$ cat src/rtl/vtim_gen_if.sv
// rtl/vtim_gen_if.sv - control/status bundle for the vtim_gen sync/gate/done timing generator
// Optional frame_cnt member exists only when VTIM_GEN_FRAME_CNT_EN is defined.
interface vtim_gen_if #(
    parameter int CNT_W = 16,
    parameter int FRM_W = 16
);
    logic             ena;
    logic             start;
    logic             cont;
    logic [CNT_W-1:0] Tsync;
    logic [CNT_W-1:0] Tgdel;
    logic [CNT_W-1:0] Tgate;
    logic [CNT_W-1:0] Tlen;
    logic             Sync;
    logic             Gate;
    logic             Done;
    logic             busy;
    logic [2:0]       phase;
`ifdef VTIM_GEN_FRAME_CNT_EN
    logic [FRM_W-1:0] frame_cnt;
`endif

    modport master (
        output ena, start, cont, Tsync, Tgdel, Tgate, Tlen,
`ifdef VTIM_GEN_FRAME_CNT_EN
        input  frame_cnt,
`endif
        input  Sync, Gate, Done, busy, phase
    );

    modport slave (
        input  ena, start, cont, Tsync, Tgdel, Tgate, Tlen,
`ifdef VTIM_GEN_FRAME_CNT_EN
        output frame_cnt,
`endif
        output Sync, Gate, Done, busy, phase
    );
endinterface

$ cat src/rtl/vtim_gen.sv
// rtl/vtim_gen.sv - programmable sync/gate-delay/gate/done period generator, one-shot or free-running
// Define VTIM_GEN_FRAME_CNT_EN to add the completed-period counter frame_cnt.
module vtim_gen #(
    parameter int CNT_W = 16,
    parameter int FRM_W = 16
) (
    input  logic        clk,
    input  logic        rst,
    vtim_gen_if.slave   bus
);

    typedef enum logic [2:0] {
        ST_IDLE = 3'd0,
        ST_SYNC = 3'd1,
        ST_GDEL = 3'd2,
        ST_GATE = 3'd3,
        ST_LEN  = 3'd4
    } state_e;

    localparam logic [CNT_W-1:0] CNT_ONE = {{(CNT_W-1){1'b0}}, 1'b1};

    state_e           state_q, state_d;
    logic [CNT_W-1:0] cnt_q, cnt_d;
    logic [CNT_W-1:0] len_q, len_d;
    logic [CNT_W-1:0] sh_gdel_q, sh_gdel_d;
    logic [CNT_W-1:0] sh_gate_q, sh_gate_d;
    logic             done_q, done_d;
    logic             launch;

    // Tsync and Tlen are consumed by the counter loads at launch, so cnt/len_cnt
    // already hold their period-start snapshot; only the later phases need shadows.
    always_comb begin
        state_d   = state_q;
        cnt_d     = cnt_q;
        len_d     = len_q;
        sh_gdel_d = sh_gdel_q;
        sh_gate_d = sh_gate_q;
        done_d    = 1'b0;
        launch    = 1'b0;

        if (bus.ena) begin
            if (state_q == ST_IDLE) begin
                launch = bus.start | bus.cont;
            end else if (len_q == '0) begin
                // Period end overrides any phase transition pending this cycle.
                done_d = 1'b1;
                launch = bus.start | bus.cont;
                if (!launch) begin
                    state_d = ST_IDLE;
                    cnt_d   = '0;
                end
            end else begin
                len_d = len_q - CNT_ONE;
                case (state_q)
                    ST_SYNC: begin
                        if (cnt_q == '0) begin
                            state_d = ST_GDEL;
                            cnt_d   = sh_gdel_q;
                        end else begin
                            cnt_d = cnt_q - CNT_ONE;
                        end
                    end
                    ST_GDEL: begin
                        if (cnt_q == '0) begin
                            state_d = ST_GATE;
                            cnt_d   = sh_gate_q;
                        end else begin
                            cnt_d = cnt_q - CNT_ONE;
                        end
                    end
                    ST_GATE: begin
                        if (cnt_q == '0) begin
                            state_d = ST_LEN;
                        end else begin
                            cnt_d = cnt_q - CNT_ONE;
                        end
                    end
                    default: begin
                        state_d = state_q;
                    end
                endcase
            end
        end

        if (launch) begin
            state_d   = ST_SYNC;
            cnt_d     = bus.Tsync;
            len_d     = bus.Tlen;
            sh_gdel_d = bus.Tgdel;
            sh_gate_d = bus.Tgate;
        end
    end

    always_ff @(posedge clk) begin
        if (rst) begin
            state_q   <= ST_IDLE;
            cnt_q     <= '0;
            len_q     <= '0;
            sh_gdel_q <= '0;
            sh_gate_q <= '0;
            done_q    <= 1'b0;
        end else begin
            state_q   <= state_d;
            cnt_q     <= cnt_d;
            len_q     <= len_d;
            sh_gdel_q <= sh_gdel_d;
            sh_gate_q <= sh_gate_d;
            done_q    <= done_d;
        end
    end

`ifdef VTIM_GEN_FRAME_CNT_EN
    localparam logic [FRM_W-1:0] FRM_ONE = {{(FRM_W-1){1'b0}}, 1'b1};

    logic [FRM_W-1:0] frame_q, frame_d;

    always_comb begin
        frame_d = frame_q;
        if (done_d) begin
            frame_d = frame_q + FRM_ONE;
        end
    end

    always_ff @(posedge clk) begin
        if (rst) begin
            frame_q <= '0;
        end else begin
            frame_q <= frame_d;
        end
    end

    assign bus.frame_cnt = frame_q;
`endif

    assign bus.Sync  = (state_q == ST_SYNC);
    assign bus.Gate  = (state_q == ST_GATE);
    assign bus.Done  = done_q;
    assign bus.busy  = (state_q != ST_IDLE);
    assign bus.phase = state_q;

endmodule

$ cat src/flat_wrapper.sv
// flat-port wrapper written by rule: the top's interface ports become plain ports
module vtim_gen_flat 
#(
    parameter int CNT_W = 16,
    parameter int FRM_W = 16
)
  (clk, rst, bus_ena, bus_start, bus_cont, bus_Tsync, bus_Tgdel, bus_Tgate, bus_Tlen, bus_Sync, bus_Gate, bus_Done, bus_busy, bus_phase);
  vtim_gen_if #(.CNT_W(CNT_W), .FRM_W(FRM_W)) bus_i ();
  input  logic clk;
  input  logic rst;
  input wire logic [$bits(bus_i.ena)-1:0] bus_ena;
  input wire logic [$bits(bus_i.start)-1:0] bus_start;
  input wire logic [$bits(bus_i.cont)-1:0] bus_cont;
  input wire logic [$bits(bus_i.Tsync)-1:0] bus_Tsync;
  input wire logic [$bits(bus_i.Tgdel)-1:0] bus_Tgdel;
  input wire logic [$bits(bus_i.Tgate)-1:0] bus_Tgate;
  input wire logic [$bits(bus_i.Tlen)-1:0] bus_Tlen;
  output wire logic [$bits(bus_i.Sync)-1:0] bus_Sync;
  output wire logic [$bits(bus_i.Gate)-1:0] bus_Gate;
  output wire logic [$bits(bus_i.Done)-1:0] bus_Done;
  output wire logic [$bits(bus_i.busy)-1:0] bus_busy;
  output wire logic [$bits(bus_i.phase)-1:0] bus_phase;
  assign bus_i.ena = bus_ena;
  assign bus_i.start = bus_start;
  assign bus_i.cont = bus_cont;
  assign bus_i.Tsync = bus_Tsync;
  assign bus_i.Tgdel = bus_Tgdel;
  assign bus_i.Tgate = bus_Tgate;
  assign bus_i.Tlen = bus_Tlen;
  assign bus_Sync = bus_i.Sync;
  assign bus_Gate = bus_i.Gate;
  assign bus_Done = bus_i.Done;
  assign bus_busy = bus_i.busy;
  assign bus_phase = bus_i.phase;
  vtim_gen #(.CNT_W(CNT_W), .FRM_W(FRM_W)) u_core (.clk(clk), .rst(rst), .bus(bus_i));
endmodule
$ cat config.mk
export PLATFORM = sky130hd
export DESIGN_NAME = vtim_gen_flat
export DESIGN_NICKNAME = d
export VERILOG_FILES = /design/src/rtl/vtim_gen_if.sv /design/src/rtl/vtim_gen.sv /design/src/flat_wrapper.sv
export SDC_FILE = /design/constraint.sdc
export NUM_CORES = 1
export LEC_CHECK = 0
export ABC_AREA = 1
export CAP_MARGIN = 20
export CORE_ASPECT_RATIO = 1.75
export CORE_MARGIN = 5
export CORE_UTILIZATION = 40
export DETAILED_ROUTE_END_ITERATION = 8
export REMOVE_ABC_BUFFERS = 1
export SETUP_SLACK_MARGIN = 0.4
export SYNTH_ARGS = -nofsm -noshare
export SYNTH_HDL_FRONTEND = slang
export SYNTH_SLANG_ARGS = --single-unit
$ cat constraint.sdc
create_clock -name clk -period 2.5 [get_ports clk]
set_input_delay 0.375 -clock clk [delete_from_list [all_inputs] [get_ports clk]]
set_output_delay 0.375 -clock clk [all_outputs]
set_load 0.05 [all_outputs]
After elaboration in Yosys (flattened, before gate mapping)
Index checks and enable logic that the tools add are counted.
W data, S select, Z words.
- add/subtract/negate cells: 2
- equal/unequal tests: 14
- muxes and demuxes: 26
- bitwise gates (word level): 3
- reductions and logical operators: 13
- operator list (operator ; count):
    $mux W16 ; 12
    $pmux W16 S3 ; 1
    $logic_not A16 Y1 ; 2
    $sub A16 B1 Y16 const B ; 2
    $mux W3 ; 5
    $reduce_and A7 Y1 ; 2
    $ne A4 B1 Y1 const B ; 3
    $ne A3 B1 Y1 const B ; 3
    $pmux W3 S3 ; 1
    $mux W1 ; 7
    $eq A3 B2 Y1 const B ; 2
    $reduce_and A5 Y1 ; 1
    $reduce_bool A5 Y1 ; 1
    $ne A2 B1 Y1 const B ; 2
    $ne A4 B2 Y1 const B ; 1
    $reduce_bool A4 Y1 ; 1
    $eq A3 B1 Y1 const B ; 1
    $logic_not A3 Y1 ; 1
    $ne A3 B2 Y1 const B ; 1
    $reduce_and A3 Y1 ; 1
    $reduce_bool A3 Y1 ; 1
    $reduce_or A3 Y1 ; 1
    $ne A2 B2 Y1 const B ; 1
    $not A1 Y1 ; 2
    3 further kinds ; 3
- bits in registers: 68
- input port bits: 69
- output and inout port bits: 7
- word-level logic and storage cells: 65

Logic depth before layout (Yosys ltp)
Gate-level depths: netlist of run 1.
- depth after elaboration: 7
- depth in mapped cells: 15
- gate-level depth less buffers: 15

Worst setup path after synthesis of run 1
OpenSTA, ideal clock, no wires.
- path kind: register to register
- from: reg u_core.state_q[2] (netlist: u_core.bus.phase[2])
- to: reg u_core.cnt_q[0]
- setup time: 64 ps
- arrival: 2192 ps
- setup slack: 245 ps
- stages on the path, launching flop included: 10
- buffers on the path: 1
- cell sequence: dfxtp_1 > inv_1 > nand3_2 > clkinv_1 > nand4_1 > nand3_4 > buf_2 > nand2_1 > nand2_1 > nor2_1
- word-level cells in the longest chain between the ends: 6
- elaborated cells between the ends (all ways): 17
- classes of those cells: eq/ne: 6; mux: 7; reduce/logical: 4
- RTL lines (item ; line ; source):
    start: declaration ; vtim_gen.sv:22 ; state_e state_q, state_d;
    start signal: assignment ; vtim_gen.sv:103 ; state_q <= state_d;
    $eq A3 B2 Y1 (*) ; -- ;
    net bus_Gate ; flat_wrapper.sv:19 ; output wire logic [$bits(bus_i.Gate)-1:0] bus_Gate;
    $pmux W16 S3 ; vtim_gen.sv:54 ; case (state_q)
    $mux W16 ; vtim_gen.sv:44 ; end else if (len_q == '0) begin
    $mux W16 ; vtim_gen.sv:42 ; if (state_q == ST_IDLE) begin
    $mux W16 ; vtim_gen.sv:41 ; if (bus.ena) begin
    $mux W16 ; vtim_gen.sv:85 ; if (launch) begin
    end signal: assignment ; vtim_gen.sv:104 ; cnt_q <= cnt_d;
    end: declaration ; vtim_gen.sv:23 ; logic [CNT_W-1:0] cnt_q, cnt_d;
The timed path passes the listed nets; every way through them passes the cells marked *. The select of a mux whose other input is x is not followed.
A chain may end at the register's enable or synchronous reset.

Worst setup path in the final report of run 1
- from: reg u_core.len_q[4]
- to: reg u_core.len_q[6]
- word-level cells in the longest chain between the ends: 6
- elaborated cells between the ends (all ways): 13
- classes of those cells: add/sub: 1; eq/ne: 2; mux: 7; reduce/logical: 3
- RTL lines (item ; line ; source):
    start: declaration ; vtim_gen.sv:24 ; logic [CNT_W-1:0] len_q, len_d;
    start signal: assignment ; vtim_gen.sv:105 ; len_q <= len_d;
    branches (longest 6 deep; another with $sub A16 B1 Y16) ; -- ;
Several ways; the timed one is not identified. The select of a mux whose other input is x is not followed.

==> results of run 1 <==
worst min-delay path by stage:
stage / end / cells after the start / slack, ns / from
final: u_core.sh_gate_q[4] / 2 / 0.46 / u_core.sh_gate_q[4]
after floorplan: u_core.sh_gate_q[11] / 2 / 0.43 / u_core.sh_gate_q[11]
after detailed placement: u_core.sh_gate_q[13] / 2 / 0.45 / u_core.sh_gate_q[13]
after CTS: u_core.sh_gate_q[13] / 2 / 0.46 / u_core.sh_gate_q[13]
after global routing: u_core.sh_gate_q[4] / 2 / 0.47 / u_core.sh_gate_q[4]
after global placement: u_core.sh_gdel_q[14] / 2 / 0.45 / u_core.sh_gdel_q[14]
flip-flops by register name (all words and copies together), names as in the netlist:
signal	flops
u_core.sh_gate_q	16
u_core.len_q	16
u_core.bus.Done	1
u_core.cnt_q	16
u_core.bus.phase	3
u_core.sh_gdel_q	16
per-layer routing:
| metal | vias to the layer above | GRT usage (%) | wire, um |
|---|---|---|---|
| met3 | 36 | 2.76 | 494 |
| met4 | 0 | 11.2 | 604 |
| li1 | 2501 | - | - |
| met2 | 113 | 41.2 | 8010 |
| met1 | 2203 | 21.3 | 5240 |
| met5 | - | 0 | 0 |
kinds of logic (layout without fill, tap and decap cells):
family | after synthesis | after routing | share of synthesized area, %
xor gates and xnor gates | 9 | 9 | 1.79
adders and majority gates | 4 | 4 | 1.14
buffers and inverters | 98 | 186 | 10.1
DFF | 68 | 68 | 30.9
AOI/OAI and AO/OA | 106 | 106 | 12.7
and+or+nand+nor | 447 | 447 | 43.5
worst register-to-register path: stages (launching register included):
cell and delay (ns):
dfxtp_1 0.36, nor2_2 0.26, nand2_2 0.13, nor2_4 0.15
nand3_2 0.12, nand2_1 0.13, nand2_4 0.14, buf_12 0.19
or2_2 0.27, nand3_1 0.07, a21oi_1 0.07
synth_stat cells (all sizes together):
| master | count |
|---|---|
| a21oi | 43 |
| a31oi | 1 |
| buf | 16 |
| clkbuf | 8 |
| clkinv | 2 |
| dfxtp | 68 |
| ha | 4 |
| inv | 72 |
| nand2 | 203 |
| nand3 | 73 |
| nand3b | 3 |
| nand4 | 6 |
| nor2 | 149 |
| nor3 | 3 |
| o211ai | 7 |
| o21ai | 55 |
| or2 | 10 |
| xnor2 | 5 |
| xor2 | 4 |
final cells by class:
cell class                 count  area share [%]
clock buffer                  10            4.00
clock inverter                 6            1.14
inverter                      74            4.98
multi-input combinational    566            46.0
sequential                    68            23.8
tap                          130            2.84
timing repair buffer          96            17.3
power breakdown:
part           leakage (nW)  switching [mW]  internal (mW)
Combinational          1.93            1.85           1.08
Sequential            0.561           0.181           1.28
Clock                 0.142           0.512          0.772
timing repair:
item / in CTS / in global routing
hold endpoints to repair: 0 / 0
cloned: 0 / 1
gates resized for setup: 4 / 16
pin swaps: 0 / 3
setup endpoints to repair: 20 / 45
setup buffers: 0 / 6
per-stage QoR:
step | setup slack, ns | hold WS (ns)
global placement | 0.376 | 0.446
detailed placement | 0.351 | 0.446
CTS | 0.402 | 0.456
floorplan | -0.251 | 0.427
global route | 0.382 | 0.475
finish | 0.492 | 0.459
layout by cell type, fill, tap and decap left out, drive strengths merged:
cell / Yosys / routed
dfxtp: 68 / 68
nor2: 149 / 149
inv: 72 / 72
o211ai: 7 / 7
clkinvlp: 0 / 1
nor3: 3 / 3
nand4: 6 / 6
a31oi: 1 / 1
clkbuf: 8 / 11
xor2: 4 / 4
ha: 4 / 4
a21oi: 43 / 43
nand3: 73 / 73
nand3b: 3 / 3
xnor2: 5 / 5
clkinv: 2 / 6
nand2: 203 / 203
or2: 10 / 10
buf: 16 / 20
bufinv: 0 / 1
clkdlybuf4s50: 0 / 72
o21ai: 55 / 55
dlygate4sd2: 0 / 3
==> flow_metrics.env, run 1 <==
export IMPL_status="finished clean"
export IMPL_r2r_slack_ns=0.49
export IMPL_synth_top_area_cell="dfxtp_1"
export IMPL_slew_headroom_pct=66.7
export IMPL_yosysWarnings=0
export IMPL_cap_violations=0
export IMPL_fin_nets=888
export IMPL_synth_cell_types=33
export IMPL_clkSinkCount=68
export IMPL_crit_start="u_core.len_q[4]"
export IMPL_power_density_nw_per_um2=990
export IMPL_ctsHoldBuffers=0
export IMPL_grt_pass1_wl_mm=21.9
export IMPL_gp_congestion=0.939
export IMPL_die_area_sq_um=13300
export IMPL_overflow=0
export IMPL_start_util_pct=40.9
export IMPL_final_area_sq_um=5730
export IMPL_cp_slowest_cell="dfxtp_1"
export IMPL_max_freq_mhz=498
export IMPL_post_route_util_pct=53.2
export IMPL_grt_setup_unrepaired="false"
export IMPL_synth_avg_cell_area_sq_um=6.02
export IMPL_drtIter0Drc=225
export IMPL_hold_viol=0
export IMPL_dr_total_vias=4853
export IMPL_cp_arrival_ns=2.22
export IMPL_track_usage_pct=21.5
export IMPL_cp_endpoint="u_core.len_q[6]"
export IMPL_final_setup_tns_ns=0
export IMPL_synth_top_cell_area_share_pct=30.9
export IMPL_max_stage_delay_ns=0.36
export IMPL_worst_pin_slew_ns=0.497
export IMPL_netlist_area_sq_um=4410
export IMPL_ff2ff_path_depth=10
export IMPL_hold_path_class="flop to flop"
export IMPL_ant_nets=0
export IMPL_port_buffers=75
export IMPL_clock_tree_buffer_depth=2
export IMPL_antenna_found_initial=0
export IMPL_crit_buf_inv=1
export IMPL_power_mw=5.67
export IMPL_leakage_nw=2.63
export IMPL_die_h_um=149
export IMPL_clk_pin_slew_ns=0.06
export IMPL_htreeDepth=3
export IMPL_stdcell_count=950
export IMPL_drc=0
export IMPL_drt_pass1_iter_count=5
export IMPL_finalSetupViolCount=0
export IMPL_first_global_vias=4673
export IMPL_r2r_end="u_core.len_q[6]"
export IMPL_timing_worst_setup_path_type="flop to flop"
export IMPL_io_pins=76
export IMPL_cts_root_buf="clkbuf_16"
export IMPL_rr_startpoint="u_core.len_q[4]"
export IMPL_fill_cells=1171
export IMPL_core_sq_um=10800
export IMPL_area_growth_pct=30.0
export IMPL_crit_chain="nor2_2, nand2_2, nor2_4, nand3_2, nand2_1, nand2_4, buf_12, or2_2, nand3_1, a21oi_1"
export IMPL_tritoncts="built"
export IMPL_dp_cells=927
export IMPL_fin_crit_sh_pct=80.3
export IMPL_die_x_um=89.3
export IMPL_via_per_inst=5.11
export IMPL_ys_seq_area_share_pct=30.9
export IMPL_dpl_cell_area_sq_um=5300
export IMPL_clk_latency_ns=0.34
export IMPL_n_antenna_cell=0
export IMPL_path_depth=10
export IMPL_multi_input_comb_area_sq_um=2640
export IMPL_netlist_top_cells_area="dfxtp_1 31%, nand2_1 17%, nor2_1 12%, nand3_1 8.0%, inv_1 5.7%"
export IMPL_cp_max_fo=14
export IMPL_rows=50
export IMPL_crit_required_ns=2.72
export IMPL_crit_family="simple AND/OR/NAND/NOR gates"
export IMPL_synth_seq_cells=68
export IMPL_wl_per_cell_um=15.1
export IMPL_regArea_sq_um=1360
export IMPL_grt_max_degree=47
export IMPL_routed_wl_mm=14.3
export IMPL_startpoint_type="flop"
export IMPL_min_period_ns=2.01
export IMPL_ir_drop_uv=476
export IMPL_worst_setup_path_end_kind="flop"
export IMPL_syn_inst=732
export IMPL_drv_slew=0
export IMPL_fin_skew_ns=0.00527
export IMPL_hpwl_mm=10.7
export IMPL_layout_drive_gt1_share_pct=9.63
export IMPL_cts_made_buffers=9
No activity file was read; power rests on OpenSTA's default activity.
==> run 2: changes to the inputs <==
- PLACE_DENSITY: not set -> 0.66
- clock period: 2.5 -> 1.8 ns (I/O delays scaled with it)
==> run 2 against run 1 <==
Effect of this change:
- the flow now finishes with violations (setup timing)
- largest cell class unchanged
- fmax up 9.3%
- register-to-register slack worse by 0.53 ns
- global-route usage up 2.7 points
- sequential power up 38%
- sequential share of layout area down 5.1 points
- die area unchanged
- critical path depth up 3
- clock power up 33%
==> flow_metrics.env, run 2 (synthesis results as in run 1) <==
export IMPL_wl_per_cell_um=16.2
export IMPL_grt_setup_unrepaired="true"
export IMPL_cp_max_fo=8
export IMPL_ant_nets=0
export IMPL_gp_congestion=0.967
export IMPL_mostFrequentLayoutCell="nand2_1"
export IMPL_io_pins=76
export IMPL_cts_root_buf="clkbuf_16"
export IMPL_worst_setup_path_end_kind="flop"
export IMPL_cts_made_buffers=9
export IMPL_track_usage_pct=24.2
export IMPL_power_density_nw_per_um2=1340
export IMPL_r2r_slack_ns=-0.04
export IMPL_slew_headroom_pct=76.7
export IMPL_min_to="u_core.sh_gdel_q[9]"
export IMPL_area_growth_pct=67.5
export IMPL_via_per_inst=5.24
export IMPL_min_period_ns=1.84
export IMPL_drtIter0Drc=346
export IMPL_first_global_vias=5256
export IMPL_clkSinkCount=68
export IMPL_r2r_end="u_core.cnt_q[3]"
export IMPL_hpwl_mm=11.3
export IMPL_routed_wl_mm=17.0
export IMPL_n_antenna_cell=0
export IMPL_violations="setup timing"
export IMPL_grt_max_degree=47
export IMPL_finalSetupViolCount=4
export IMPL_crit_required_ns=2.07
export IMPL_fin_skew_ns=0.00449
export IMPL_leakage_nw=3.36
export IMPL_hp_start="u_core.sh_gdel_q[9]"
export IMPL_start_util_pct=40.9
export IMPL_setup_ws_ns=-0.0379
export IMPL_cp_slowest_cell="dfxtp_2"
export IMPL_worst_pin_slew_ns=0.345
export IMPL_hold_path_class="flop to flop"
export IMPL_place_ws_ns=-0.172
export IMPL_timing_worst_setup_path_type="flop to flop"
export IMPL_drt_pass1_iter_count=6
export IMPL_clk_latency_ns=0.34
export IMPL_power_mw=9.92
export IMPL_overflow=0
export IMPL_clk_pin_slew_ns=0.06
export IMPL_ir_drop_uv=746
export IMPL_grt_pass1_wl_mm=24.6
export IMPL_cp_arrival_ns=2.11
export IMPL_rows=50
export IMPL_die_x_um=89.3
export IMPL_die_area_sq_um=13300
export IMPL_die_h_um=149
export IMPL_max_freq_mhz=544
export IMPL_hold_viol=0
export IMPL_drv_slew=0
export IMPL_fin_crit_sh_pct=102
export IMPL_max_stage_delay_ns=0.33
export IMPL_dr_total_vias=5527
export IMPL_status="finished, violations left"
export IMPL_core_sq_um=10800
export IMPL_port_buffers=75
export IMPL_post_route_util_pct=68.6
export IMPL_startpoint_type="flop"
export IMPL_drc=0
export IMPL_clock_tree_buffer_depth=2
export IMPL_rr_startpoint="u_core.len_q[5]"
export IMPL_layout_drive_gt1_share_pct=32.8
export IMPL_tritoncts="built"
export IMPL_cap_violations=0
export IMPL_layout_common_cells="167 x nand2_1, 105 x nor2_1, 85 x buf_4"
export IMPL_antenna_found_initial=0
export IMPL_min_path_cells=2
export IMPL_fin_nets=994
export IMPL_ff2ff_path_depth=13
export IMPL_crit_chain="nor2_4, nand2_4, nor2_4, nand3_2, nand2_2, nand2_4, buf_12, inv_12, buf_12, nand2_1, nand2_1, nor2_1, nor2_1"
export IMPL_htreeDepth=3
run 2: changes by cell type in the layout (fill, tap and decap cells not counted), sizes merged, moves of 2 or more:
cell           previous run  this run
buf                      20       129
dlygate4sd2               3         0
clkbuf                   11        15
clkdlybuf4s50            72        68
clkinv                    6         4
run 2: stage by stage:
stage	std cells	instance area [sq um]	hold slack, ns	setup TNS (ns)
2_1_floorplan	708	4240	0.339	-51.17
3_3_place_gp	993	5830	0.440	-2.02
3_5_place_dp	993	5830	0.445	-2.84
4_1_cts	1028	6700	0.454	0
5_1_grt	1054	7380	0.479	-2.36
6_report	1054	7380	0.453	-0.0722
run 2: power breakdown:
| group | total, mW | leakage, nW | switching, mW | internal (mW) |
|---|---|---|---|---|
| Sequential | 2.02 | 0.565 | 0.240 | 1.78 |
| Combinational | 6.20 | 2.66 | 3.39 | 2.81 |
| Clock | 1.70 | 0.135 | 0.645 | 1.05 |
| Total | 9.92 | 3.36 | 4.28 | 5.64 |
run 2: worst max-delay path by stage:
stage / startpoint / to / slack (ns) / depth (start not counted)
after floorplan: u_core.bus.phase[2] / u_core.bus.phase[0] / -0.95 / 9
after global placement: bus_ena / u_core.cnt_q[0] / -0.16 / 10
after detailed placement: bus_ena / u_core.cnt_q[1] / -0.17 / 10
after CTS: u_core.cnt_q[1] / u_core.cnt_q[11] / 0.05 / 14
after global routing: u_core.len_q[5] / u_core.cnt_q[3] / -0.12 / 13
final: u_core.len_q[5] / u_core.cnt_q[3] / -0.04 / 13
run 2: layer usage:
layer  wire [um]  GRT usage, %
met1        5870          23.7
met2        9580          46.6
met3         761          3.43
met4         809          12.7
met5           0             0
run 2: layout make-up:
| class | count | area [sq um] |
|---|---|---|
| flip-flops and latches | 68 | 1380 |
| clock inverters | 3 | 40.0 |
| fillers | 912 | 3380 |
| repair buffers | 202 | 2100 |
| multi-input cells | 566 | 3160 |
| clock buffers | 11 | 233 |
| well taps | 130 | 163 |
| inverters | 74 | 305 |
run 2: worst max-delay path, delay by kind of cell (launching register included):
family / cells / cell delay, ns
AND/OR/NAND/NOR: 10 / 1.03
buffers and inverters: 3 / 0.40
flip-flops: 1 / 0.33
run 2: repair_timing:
item | CTS | global route
setup buffers | 16 | 21
endpoints found under the hold margin | 0 | 0
pin swaps | 19 | 58
cloned | 5 | 5
hold buffers | 0 | 0
resized for setup | 135 | 112
endpoints found under the setup margin | 72 | 72
==> run 3: changes to the inputs <==
- PLACE_DENSITY: 0.66 -> 0.73
- RECOVER_POWER: not set -> 25
==> run 3 against run 2 <==
Effect of this change:
- the flow still finishes with violations (setup timing)
- largest cell class unchanged
- clock power up 22%
- non-clock buffer count shrank 3
- largest power group unchanged
- highest routed layer unchanged
- sequential power is essentially flat
- critical path depth is the same
==> flow_metrics.env, run 3 (synthesis results as in run 1) <==
export IMPL_status="finished, violations left"
export IMPL_violations="setup timing"
export IMPL_path_depth=13
export IMPL_start_util_pct=40.9
export IMPL_cts_made_buffers=9
export IMPL_grt_pass1_wl_mm=26.0
export IMPL_drv_slew=0
export IMPL_regArea_sq_um=1380
export IMPL_setup_ws_ns=-0.148
export IMPL_wl_per_cell_um=18.4
export IMPL_cap_violations=0
export IMPL_holdWs_ns=0.451
export IMPL_finalSetupViolCount=53
export IMPL_area_growth_pct=70.4
export IMPL_cts_root_buf="clkbuf_16"
export IMPL_r2r_end="u_core.cnt_q[12]"
export IMPL_clk_pin_slew_ns=0.06
export IMPL_r2r_slack_ns=-0.15
export IMPL_rr_startpoint="u_core.len_q[0]"
export IMPL_crit_path_frequent_cell="buf_6"
export IMPL_die_x_um=89.3
export IMPL_worst_pin_slew_ns=0.637
export IMPL_ant_nets=0
export IMPL_place_ws_ns=-0.179
export IMPL_hold_path_class="flop to flop"
export IMPL_startpoint_type="flop"
export IMPL_cp_arrival_ns=2.25
export IMPL_fin_crit_sh_pct=108
export IMPL_drtIter0Drc=558
export IMPL_worst_setup_path_end_kind="flop"
export IMPL_grt_setup_unrepaired="true"
export IMPL_core_sq_um=10800
export IMPL_first_global_vias=5834
export IMPL_drt_pass1_iter_count=6
export IMPL_htreeDepth=3
export IMPL_ir_drop_uv=758
export IMPL_clock_tree_buffer_depth=2
export IMPL_crit_buf_inv=5
export IMPL_drc=0
export IMPL_leakage_nw=3.42
export IMPL_fill_cells=794
export IMPL_min_period_ns=1.95
export IMPL_via_per_inst=5.67
export IMPL_ctsHoldBuffers=0
export IMPL_crit_chain="inv_2, ha_4, nand2_4, nor2_4, nand3_4, buf_6, buf_6, o211ai_4, nand3_4, buf_6, a21oi_2, nand2_1, inv_1"
export IMPL_crit_start="u_core.len_q[0]"
export IMPL_max_freq_mhz=513
export IMPL_stdcell_count=1053
export IMPL_ff2ff_path_depth=13
export IMPL_hold_viol=0
export IMPL_fin_skew_ns=0.0101
export IMPL_crit_required_ns=2.10
export IMPL_overflow=0
export IMPL_hpwl_mm=10.5
export IMPL_rows=50
export IMPL_dr_total_vias=5969
export IMPL_tritoncts="built"
export IMPL_clkSinkCount=68
export IMPL_layout_common_cells="164 x nand2_1, 103 x nor2_1, 78 x buf_4"
export IMPL_dp_cells=994
export IMPL_cp_endpoint="u_core.cnt_q[12]"
export IMPL_cp_max_fo=10
export IMPL_cp_slowest_cell="dfxtp_2"
export IMPL_gp_congestion=0.931
export IMPL_die_h_um=149
export IMPL_timing_worst_setup_path_type="flop to flop"
export IMPL_crit_family="buffers and inverters"
export IMPL_mostFrequentLayoutCell="nand2_1"
export IMPL_port_buffers=75
export IMPL_antenna_found_initial=0
export IMPL_die_area_sq_um=13300
export IMPL_layout_drive_gt1_share_pct=33.0
export IMPL_max_stage_delay_ns=0.32
export IMPL_fin_nets=991
export IMPL_routed_wl_mm=19.4
export IMPL_grt_max_degree=47
export IMPL_slew_headroom_pct=57.7
export IMPL_clk_latency_ns=0.35
export IMPL_track_usage_pct=25.3
export IMPL_n_antenna_cell=0
export IMPL_io_pins=76
export IMPL_power_density_nw_per_um2=1400
export IMPL_multi_input_comb_area_sq_um=3200
[run 3: cell type report]
cell class	instances	area share [%]
clock inverter	5	1.33
sequential	68	18.3
inverter	74	4.10
timing repair buffer	199	28.4
clock buffer	11	3.10
multi-input combinational	566	42.6
tap	130	2.17
[run 3: worst min-delay path by stage]
| stage | from | end | slack [ns] | cells after the start |
|---|---|---|---|---|
| floorplan | rst | u_core.len_q[10] | 0.34 | 1 |
| global placement | u_core.sh_gate_q[7] | u_core.sh_gate_q[7] | 0.44 | 2 |
| detailed placement | u_core.sh_gate_q[7] | u_core.sh_gate_q[7] | 0.44 | 2 |
| CTS | u_core.sh_gate_q[7] | u_core.sh_gate_q[7] | 0.45 | 2 |
| global route | u_core.sh_gate_q[13] | u_core.sh_gate_q[13] | 0.47 | 2 |
| finish | u_core.sh_gate_q[7] | u_core.sh_gate_q[7] | 0.45 | 2 |
[run 3: stage by stage]
step | instance area (sq um) | setup TNS (ns) | util (%) | power [mW]
2_1_floorplan | 4240 | -51.17 | - | 4.76
3_3_place_gp | 5850 | -4.21 | 54.4 | 6.49
3_5_place_dp | 5850 | -4.55 | 54.4 | 6.52
4_1_cts | 6920 | -0.0127 | 64.3 | 9.35
5_1_grt | 7510 | -8.77 | 69.8 | 11.1
6_report | 7510 | -2.78 | 69.8 | 10.5
[run 3: repair_timing]
item	in CTS	in global routing
gates cloned	6	6
gates resized for setup	132	101
buffers inserted	23	8
endpoints found under the setup margin	72	71
pin swaps	41	51
[run 3: metal layers]
metal	up-vias	wire [um]	global-route usage, %
li1	2709	-	-
met1	2739	6190	23.7
met2	374	10000	47.0
met3	147	1380	4.53
met4	0	1810	17.4
met5	-	0	0
[run 3: worst min-delay path, cell delays in order (launching register included)]
cell	delay, ns
dfxtp_1	0.30
inv_1	0.05
a21oi_1	0.05
[run 3: where the power goes]
part / total, mW / internal [mW] / leakage, nW / switching [mW]
combinational: 6.47 / 2.75 / 2.69 / 3.72
sequential: 2.00 / 1.78 / 0.564 / 0.223
clock: 2.07 / 1.35 / 0.163 / 0.723
